--- config.mk ---
export PLATFORM = sky130hd
export DESIGN_NAME = alu_sequential
export DESIGN_NICKNAME = d
export VERILOG_FILES = /design/src/rtl/alu_sequential.sv
export SDC_FILE = /design/constraint.sdc
export NUM_CORES = 1
export LEC_CHECK = 0
export ABC_CLOCK_PERIOD_IN_PS = 9950
export CORE_MARGIN = 3
export CORE_UTILIZATION = 30
export CTS_BUF_LIST = sky130_fd_sc_hd__clkbuf_2 sky130_fd_sc_hd__clkbuf_4 sky130_fd_sc_hd__clkbuf_8
export DETAILED_ROUTE_END_ITERATION = 8
export GPL_TIMING_DRIVEN = 0
export SYNTH_ARGS = -nofsm -noshare
export SYNTH_HDL_FRONTEND = slang
export SYNTH_SLANG_ARGS = --single-unit
export TNS_END_PERCENT = 10
--- constraint.sdc ---
create_clock -name clock -period 9.95 [get_ports clock]
set_input_delay 1.4925 -clock clock [delete_from_list [all_inputs] [get_ports clock]]
set_output_delay 1.4925 -clock clock [all_outputs]
set_load 0.005 [all_outputs]
--- src/rtl/alu_sequential.sv ---
// Handshaked sequential ALU: single-cycle arithmetic/logic ops plus an
// iterative left shift and an iterative shift-add multiply. Result and flags
// are registered and presented with valid/ready until the consumer takes them.
module alu_sequential #(
  parameter int WIDTH = 32
) (
  input  logic             clock,
  input  logic             reset_n,
  input  logic             in_valid,
  output logic             in_ready,
  input  logic [2:0]       control,
  input  logic [WIDTH-1:0] input_a,
  input  logic [WIDTH-1:0] input_b,
  output logic             out_valid,
  input  logic             out_ready,
  output logic [WIDTH-1:0] result,
  output logic             overflow,
  output logic             carry,
  output logic             negative,
  output logic             zero
);

  localparam int SHAMT_WIDTH = $clog2(WIDTH);
  localparam int CNT_WIDTH   = SHAMT_WIDTH + 1;

  typedef enum logic [1:0] {IDLE, BUSY, DONE} state_t;
  typedef enum logic [2:0] {
    OP_ADD = 3'b000, OP_SUB = 3'b001, OP_AND = 3'b010, OP_OR  = 3'b011,
    OP_XOR = 3'b100, OP_SLT = 3'b101, OP_SHL = 3'b110, OP_MUL = 3'b111
  } op_t;

  state_t                 state, state_next;
  op_t                    op_q;
  logic [WIDTH-1:0]       opnd_q;   // shifting operand (SHL) or multiplicand (MUL)
  logic [2*WIDTH-1:0]     acc_q;    // {partial product, remaining multiplier}
  logic [CNT_WIDTH-1:0]   count_q;  // iterations left in BUSY

  logic [SHAMT_WIDTH-1:0] shamt;
  logic                   multi_cycle;
  logic [WIDTH:0]         add_sum, sub_sum;
  logic [WIDTH-1:0]       quick_result;
  logic                   quick_carry, quick_overflow;
  logic [WIDTH-1:0]       shl_next;
  logic [WIDTH:0]         mul_sum;
  logic [2*WIDTH-1:0]     mul_next;
  logic                   last_step;
  logic                   load_en;
  logic [WIDTH-1:0]       load_result;
  logic                   load_carry, load_overflow;

  assign shamt       = input_b[SHAMT_WIDTH-1:0];
  assign multi_cycle = (control == OP_MUL) || ((control == OP_SHL) && (shamt != '0));

  // State register.
  always_ff @(posedge clock or negedge reset_n) begin
    // NOTE: sequential state uses non-blocking assignments so every register
    // samples the pre-edge values regardless of block ordering.
    if (!reset_n) state <= IDLE;
    else          state <= state_next;
  end

  // Next-state and handshake outputs.
  always_comb begin
    // NOTE: every output of this block gets a default first so no path can
    // leave a value unassigned and infer a latch.
    state_next = state;
    in_ready   = 1'b0;
    out_valid  = 1'b0;
    case (state)
      IDLE: begin
        in_ready = 1'b1;
        if (in_valid) state_next = multi_cycle ? BUSY : DONE;
      end
      BUSY: begin
        if (last_step) state_next = DONE;
      end
      DONE: begin
        out_valid = 1'b1;
        if (out_ready) state_next = IDLE;
      end
      default: state_next = IDLE;
    endcase
  end

  // Single-cycle results, one iteration step of SHL/MUL, and result load select.
  always_comb begin
    add_sum        = {1'b0, input_a} + {1'b0, input_b};
    sub_sum        = {1'b0, input_a} + {1'b0, ~input_b} + {{WIDTH{1'b0}}, 1'b1};
    quick_result   = '0;
    quick_carry    = 1'b0;
    quick_overflow = 1'b0;
    case (op_t'(control))
      OP_ADD: begin
        quick_result   = add_sum[WIDTH-1:0];
        quick_carry    = add_sum[WIDTH];
        quick_overflow = (input_a[WIDTH-1] == input_b[WIDTH-1]) &&
                         (add_sum[WIDTH-1] != input_a[WIDTH-1]);
      end
      OP_SUB: begin
        quick_result   = sub_sum[WIDTH-1:0];
        quick_carry    = sub_sum[WIDTH];
        quick_overflow = (input_a[WIDTH-1] != input_b[WIDTH-1]) &&
                         (sub_sum[WIDTH-1] != input_a[WIDTH-1]);
      end
      OP_AND: quick_result = input_a & input_b;
      OP_OR:  quick_result = input_a | input_b;
      OP_XOR: quick_result = input_a ^ input_b;
      OP_SLT: quick_result = {{(WIDTH-1){1'b0}}, ($signed(input_a) < $signed(input_b))};
      OP_SHL: quick_result = input_a;  // only reaches here with amount 0
      OP_MUL: quick_result = '0;       // always multi-cycle
      default: quick_result = '0;
    endcase

    shl_next  = {opnd_q[WIDTH-2:0], 1'b0};
    mul_sum   = {1'b0, acc_q[2*WIDTH-1:WIDTH]} + (acc_q[0] ? {1'b0, opnd_q} : {(WIDTH+1){1'b0}});
    mul_next  = {mul_sum, acc_q[WIDTH-1:1]};
    last_step = (count_q == CNT_WIDTH'(1));

    load_en       = 1'b0;
    load_result   = quick_result;
    load_carry    = quick_carry;
    load_overflow = quick_overflow;
    if ((state == IDLE) && in_valid && !multi_cycle) begin
      load_en = 1'b1;
    end else if ((state == BUSY) && last_step) begin
      load_en       = 1'b1;
      load_overflow = 1'b0;
      if (op_q == OP_SHL) begin
        load_result = shl_next;
        load_carry  = opnd_q[WIDTH-1];
      end else begin
        load_result = mul_next[WIDTH-1:0];
        load_carry  = |mul_next[2*WIDTH-1:WIDTH];
      end
    end
  end

  // Operand capture on accept and per-cycle iteration while BUSY.
  always_ff @(posedge clock or negedge reset_n) begin
    // NOTE: the working registers are reset as well so an abandoned operation
    // leaves no residue and the post-reset state is fully defined.
    if (!reset_n) begin
      op_q    <= OP_ADD;
      opnd_q  <= '0;
      acc_q   <= '0;
      count_q <= '0;
    end else if ((state == IDLE) && in_valid) begin
      op_q    <= op_t'(control);
      opnd_q  <= input_a;
      acc_q   <= {{WIDTH{1'b0}}, input_b};
      count_q <= (control == OP_MUL) ? CNT_WIDTH'(WIDTH) : CNT_WIDTH'(shamt);
    end else if (state == BUSY) begin
      count_q <= count_q - CNT_WIDTH'(1);
      if (op_q == OP_SHL) opnd_q <= shl_next;
      else                acc_q  <= mul_next;
    end
  end

  // Output registers update only when an operation completes.
  always_ff @(posedge clock or negedge reset_n) begin
    if (!reset_n) begin
      result   <= '0;
      carry    <= 1'b0;
      overflow <= 1'b0;
      negative <= 1'b0;
      zero     <= 1'b0;
    end else if (load_en) begin
      result   <= load_result;
      carry    <= load_carry;
      overflow <= load_overflow;
      negative <= load_result[WIDTH-1];
      zero     <= (load_result == '0);
    end
  end

endmodule

Word-level counts from Yosys, hierarchy flattened
Index checks and enable logic that the tools add are counted. Widths: inputs -> output; s select.

Logic and storage cells: 87. Bits of input ports: 71. Register bits after elaboration: 143.

$add $sub $neg: 5. Eq/ne operators: 19. Bitwise operators: 4. $lt $le $gt $ge: 1. Multiplexer cells: 30. Reductions and logical operators: 18.

Operators with widths (number): $pmux 32 s8 (1); $mux 32 (7); $mux 64 (3); $add 32x32->33 (3); $add 33x1->33 const B (1); $and 32x32->32 (1); $logic_not 32->1 (1); $lt 32x32->1 (1); $not 32->32 (1); $or 32x32->32 (1); $reduce_or 32->1 (1); $xor 32x32->32 (1); $mux 6 (3); $eq 3x3->1 const B (5); $mux 1 (9); $mux 2 (4); $ne 2x2->1 const B (4); $eq 3x2->1 const B (2); $eq 6x1->1 const B (1); $logic_and 1x1->1 (6); $pmux 2 s3 (1); $sub 6x1->6 const B (1); $reduce_bool 5->1 (1); $pmux 1 s2 (2); 12 further kinds (16).

Depth between registers and ports, before layout
Gate-level depths: netlist of the first run.

Depth after elaboration: 8. Depth in mapped cells: 16. Mapped depth without buffers: 15.

Worst setup path before layout of the first run
No wires, ideal clock.

Kind: input to register. From: input port input_a[0]. To: register zero. Stages on the path: 15. Data required time: 9.874 ns. Arrival time: 4.649 ns. Path buffers: 0. Setup slack: 5.225 ns. Cell sequence: inv_1 > ha_1 > inv_1 > fa_1 > nor2b_1 > o311ai_1 > a211oi_1 > o41ai_2 > o21ai_1 > xnor2_1 > a211o_1 > a211oi_1 > o2111a_1 > nand4_1 > o21ai_1.

Word-level cells in the longest chain between the ends: 6.

Ends and longest elaborated chain: from (decl) (RTL line 12) `input logic [WIDTH-1:0] input_a,`; $add 32x32->33 (RTL line 88) `sub_sum = {1'b0, input_a} + {1'b0, ~input_b} + {{WIDTH{1'b0}}, 1'b1};`; $add 33x1->33 (RTL line 88); $pmux 32 s8 (*) (RTL line 92) `case (op_t'(control))`; $mux 32 (RTL line 125) `end else if ((state == BUSY) && last_step) begin`; $mux 32 (*) (RTL line 123) `if ((state == IDLE) && in_valid && !multi_cycle) begin`; $logic_not 32->1 (*) (RTL line 172) `zero <= (load_result == '0);`; to (signal assigned) (RTL line 172); to (decl) (RTL line 20) `output logic zero`.

Mark *: on every way between the ends. The rest lies on a longest branch, timed or not. A chain may end at the register's enable or synchronous reset.

Worst setup path in the final report of the first run
From: input port input_b[0]. To: register zero.

Word-level cells in the longest chain between the ends: 7.

Ends and longest elaborated chain: from (decl) (RTL line 13) `input logic [WIDTH-1:0] input_b,`; $not 32->32 or $reduce_bool 5->1 (tied branches) (RTL line 88, 52); $add 32x32->33 or $logic_and 1x1->1 (tied branches) (RTL line 88, 52); $add 33x1->33 or $logic_or 1x1->1 (tied branches) (RTL line 88, 52); $pmux 32 s8 or $logic_not 1->1 (tied branches) (RTL line 92, 123); $mux 32 or $logic_and 1x1->1 (tied branches) (RTL line 125, 123); $mux 32 (RTL line 123); $logic_not 32->1 (RTL line 172).

Several ways; a longest one is shown, not always the timed one.

==> reports/results.txt, run 1 <==
Count of nets left with antenna violations after detail routing: 0
First-pass DRT Iterations: 6
Wire length per cell after detailed routing: 24.4 um
Synth Warn #: 0
Max-Slew Margin vs Limit: 14.7%
Cell area after synthesis: 14,700 um^2
Maximum vdd drop: 0.111 mV
Delay of the slowest cell on the worst path: 1010 ps
Setup violations, final: 0
Final setup margin: 3050 ps
TritonCTS clock tree: yes
Worst slew pin tran: 1260 ps
Maximum Capacitance Violations: 0
Post-cts repair resize count: 0
Initial drt markers: 1,819
Share of synthesized registers carrying an async set or reset: 100%
Global placement routability congestion: 0.987
Arrival @ worst endpoint: 7280 ps
Dominant register cell in the synthesized netlist: sky130_fd_sc_hd__dfrtp_1
Sequential share of the synthesized area: 24.2%
Total grt overflow: 0
Element type at the critical path end: register
Std cell rows: 80
Buffers plus inverters on the worst setup path: 2
Cell type with the largest total area after synthesis: sky130_fd_sc_hd__dfrtp_1
Cell class contributing the biggest share of worst-path delay: compound AO/OA/AOI/OAI gates
Syn_area_per_cell: 7.38 um^2
Final routed DRC violation total: 0
Maximum number of pins on one net before global-route repair: 80
Number of buffers inserted for hold repair after clock tree synthesis: 0
Die boundary width: 227 um
Main area contributors after synthesis: sky130_fd_sc_hd__dfrtp_1, sky130_fd_sc_hd__ha_1, sky130_fd_sc_hd__nand2_1
Cell variety after synth: 86
Final min period: 6900 ps
Type of the most critical hold path: register to register
Setup repair after global routing missed its margin: no
Synth Register Bits: 142
Share of layout cells above drive strength 1: 3.86%
Total number of clock tree sinks: 142
Required @ worst endpoint: 10,330 ps
Most common cell after layout, fill and taps aside: sky130_fd_sc_hd__nand2_1
Worst-path maximum fanout: 6
Count of final hold-check violations: 0
I/O pin cnt: 109
Total count of max-transition violations in the final report: 0
Dpl hpwl: 53,100 um
Filler Cell Count: 5,149
Total nets after synthesis: 2,190
Vertical die dimension: 227 um
Post-synthesis instance total: 1,986
Vias per std cell: 5.96
Startpoint type of the worst setup path: input port
Share of Yosys cell area claimed by the top area cell type: 24.2%
Effective utilization at floorplan: 30.5%
Number of synthesized flops with an enable pin: 0
Cells along the critical path: clkdlybuf4s50_1 -> ha_1 -> inv_1 -> fa_1 -> nor2b_1 -> o311ai_1 -> a2111oi_1 -> o31ai_1 -> a31oi_1 -> a311oi_1 -> o21bai_1 -> o211ai_1 -> nor4_1 -> nand4_1 -> o21ai_1
Via total after detailed routing: 16,300
Crit Path Category: input port to register
Vias in the first global route: 15,900
Final Routed Wirelength: 67,000 um
Post-CTS Setup Bufs: 0
Synthesis-to-layout area growth: 15.7%
Max stage delay cell, worst path: sky130_fd_sc_hd__o311ai_1
Accumulated negative setup slack: 0 ps
Power density of the placed cells: 208 nW/um^2
Number of port buffers: 108
Global-route wire length before repair: 99,400 um
Core area: 48,000 um^2
Buffer cell driving the clock tree root: sky130_fd_sc_hd__clkbuf_8
Num CTS Buffers: 17
Combined area of the multi-input logic cells: 10,200 um^2
P_leak: 7.49 nW
Initial antenna violation count: 0
Result of the run: finished, final reports clean
Total number of H-tree levels: 4
Leading cell types in the layout, fill and taps excluded: sky130_fd_sc_hd__nand2_1, sky130_fd_sc_hd__nor2_1, sky130_fd_sc_hd__a21oi_1
Worst-case setup slack after placement: 2980 ps
Maximum count of clock buffers along a single path: 2
Clock transition at the registers of the reported paths: 90 ps
GR Util All Layers: 25.6%
Final Skew: 23.7 ps
NumNets Final: 2,318
Die footprint: 51,600 um^2
Sequential cell area: 3550 um^2
F_max: 145 MHz
Final Cycle Share: 69.3%
Clock network latency to the later pin of the worst-skew pair: 520 ps
## worst reg2reg max path, cell delays in order (launching register included)
cell                       delay, ps
sky130_fd_sc_hd__dfrtp_1         410
sky130_fd_sc_hd__nand2b_1        120
sky130_fd_sc_hd__clkbuf_1        350
sky130_fd_sc_hd__or4b_1          190
sky130_fd_sc_hd__clkbuf_1        620
sky130_fd_sc_hd__clkbuf_1        770
sky130_fd_sc_hd__o21ai_0         380
sky130_fd_sc_hd__a211oi_1        400
sky130_fd_sc_hd__nand4b_1        260
sky130_fd_sc_hd__nor4_1          580
sky130_fd_sc_hd__nand4_1         240
sky130_fd_sc_hd__nor4_1          430
sky130_fd_sc_hd__nand4_1         140
sky130_fd_sc_hd__o21ai_1         140
## path summary, 6_finish.rpt
| kind | startpoint | end | slack [ps] | cells after the start |
|---|---|---|---|---|
| setup / recovery | input_b[0] | zero$_DFFE_PN0P_ | 3050 | 15 |
| hold / removal | result[28]$_DFFE_PN0P_ | result[28]$_DFFE_PN0P_ | 470 | 2 |
| setup reg to reg | state[1]$_DFFE_PN0P_ | zero$_DFFE_PN0P_ | 4850 | 13 |
| hold reg to reg | result[28]$_DFFE_PN0P_ | result[28]$_DFFE_PN0P_ | 470 | 2 |
| max in group asynchronous | reset_n | acc_q[48]$_DFFE_PN0P_ | 8070 | 2 |
| min in group asynchronous | reset_n | result[8]$_DFFE_PN0P_ | 990 | 1 |
## Yosys cell counts, drive strengths merged, types with 35 or more instances
| cell | instances |
|---|---|
| nand3 | 83 |
| a21o | 43 |
| nor2 | 152 |
| mux2i | 35 |
| o21ai | 136 |
| a21oi | 149 |
| and2 | 37 |
| a31oi | 58 |
| clkbuf | 117 |
| ha | 130 |
| dfrtp | 142 |
| inv | 111 |
| nand2 | 289 |
| nor3 | 39 |
## through the flow
| stage | utilization (%) | instances | hold slack [ps] | cell area, um^2 | total power [mW] |
|---|---|---|---|---|---|
| global placement | 34.4 | 2709 | 456 | 16500 | 2.93 |
| floorplan | - | 1986 | 452 | 14700 | 2.22 |
| detailed placement | 34.5 | 2710 | 460 | 16600 | 2.98 |
| finish | 35.3 | 2743 | 475 | 17000 | 3.53 |
| CTS | 35.3 | 2742 | 483 | 17000 | 3.51 |
| global route | 35.3 | 2742 | 495 | 17000 | 3.80 |
## state kept, by name (all words and copies together) (netlist names)
name and cells:
opnd_q 32, zero 1, result 32, carry 1, count_q 6, acc_q 64
state 2, op_q 3, overflow 1
## metal layers
| metal | vias to the layer above | routed length [um] | track usage [%] | share of wire [%] |
|---|---|---|---|---|
| met5 | - | 0 | 0 | 0 |
| met4 | 0 | 3400 | 11.3 | 5.1 |
| met3 | 136 | 5240 | 4.50 | 7.8 |
| met2 | 776 | 28300 | 38.6 | 42 |
| met1 | 7962 | 30100 | 35.8 | 45 |
| li1 | 7461 | - | - | - |
## kinds of logic after synthesis
kind of cell	after synthesis	share of synthesized area, %
simple gates	750	24.0
flops	142	24.2
mux	48	3.39
buf+inv	247	6.40
xor+xnor	33	1.97
compound gates	633	28.5
fa+ha+maj	133	11.5
## final cells by class
cell class,instances,share of cell area [%]
Antenna cell,1,0.0147
Buffer,136,3.07
Clock buffer,19,1.50
Clock inverter,13,0.907
Inverter,111,2.46
Multi-Input combinational cell,1597,60.0
Sequential cell,142,20.9
Tap cell,615,4.53
Timing Repair Buffer,109,6.54
## power by group
group | switching, mW | internal (mW) | total (mW)
logic | 1.24 | 0.735 | 1.98
registers | 0.204 | 0.826 | 1.03
clock network | 0.284 | 0.237 | 0.521
Power figures use the tool's default switching activity.
==> inputs of run 2 (changes only) <==
--- a/config.mk
+++ b/config.mk
@@ -5,7 +5,7 @@
 export SDC_FILE = /design/constraint.sdc
 export NUM_CORES = 1
 export LEC_CHECK = 0
-export ABC_CLOCK_PERIOD_IN_PS = 9950
+export ABC_CLOCK_PERIOD_IN_PS = 6450
 export CORE_MARGIN = 3
 export CORE_UTILIZATION = 30
 export CTS_BUF_LIST = sky130_fd_sc_hd__clkbuf_2 sky130_fd_sc_hd__clkbuf_4 sky130_fd_sc_hd__clkbuf_8
==> constraint.sdc (replaced) <==
create_clock -name clock -period 6.45 [get_ports clock]
set_input_delay 0.9675 -clock clock [delete_from_list [all_inputs] [get_ports clock]]
set_output_delay 0.9675 -clock clock [all_outputs]
set_load 0.005 [all_outputs]
==> results of run 2 <==
Same layout as run 1 (identical final DEF). Status: finished, final reports clean.
Main changes from that run: setup slack after placement 2980 ps -> 3.53 ps; clock-pin slew on the worst setup and hold paths 90 ps -> 100 ps; setup slack after layout 3050 ps -> 76.4 ps; hold slack 475 ps -> 464 ps; register-to-register setup slack 4850 ps -> 1350 ps; total power 3.53 mW -> 5.44 mW; worst IR drop on VDD 0.111 mV -> 0.171 mV
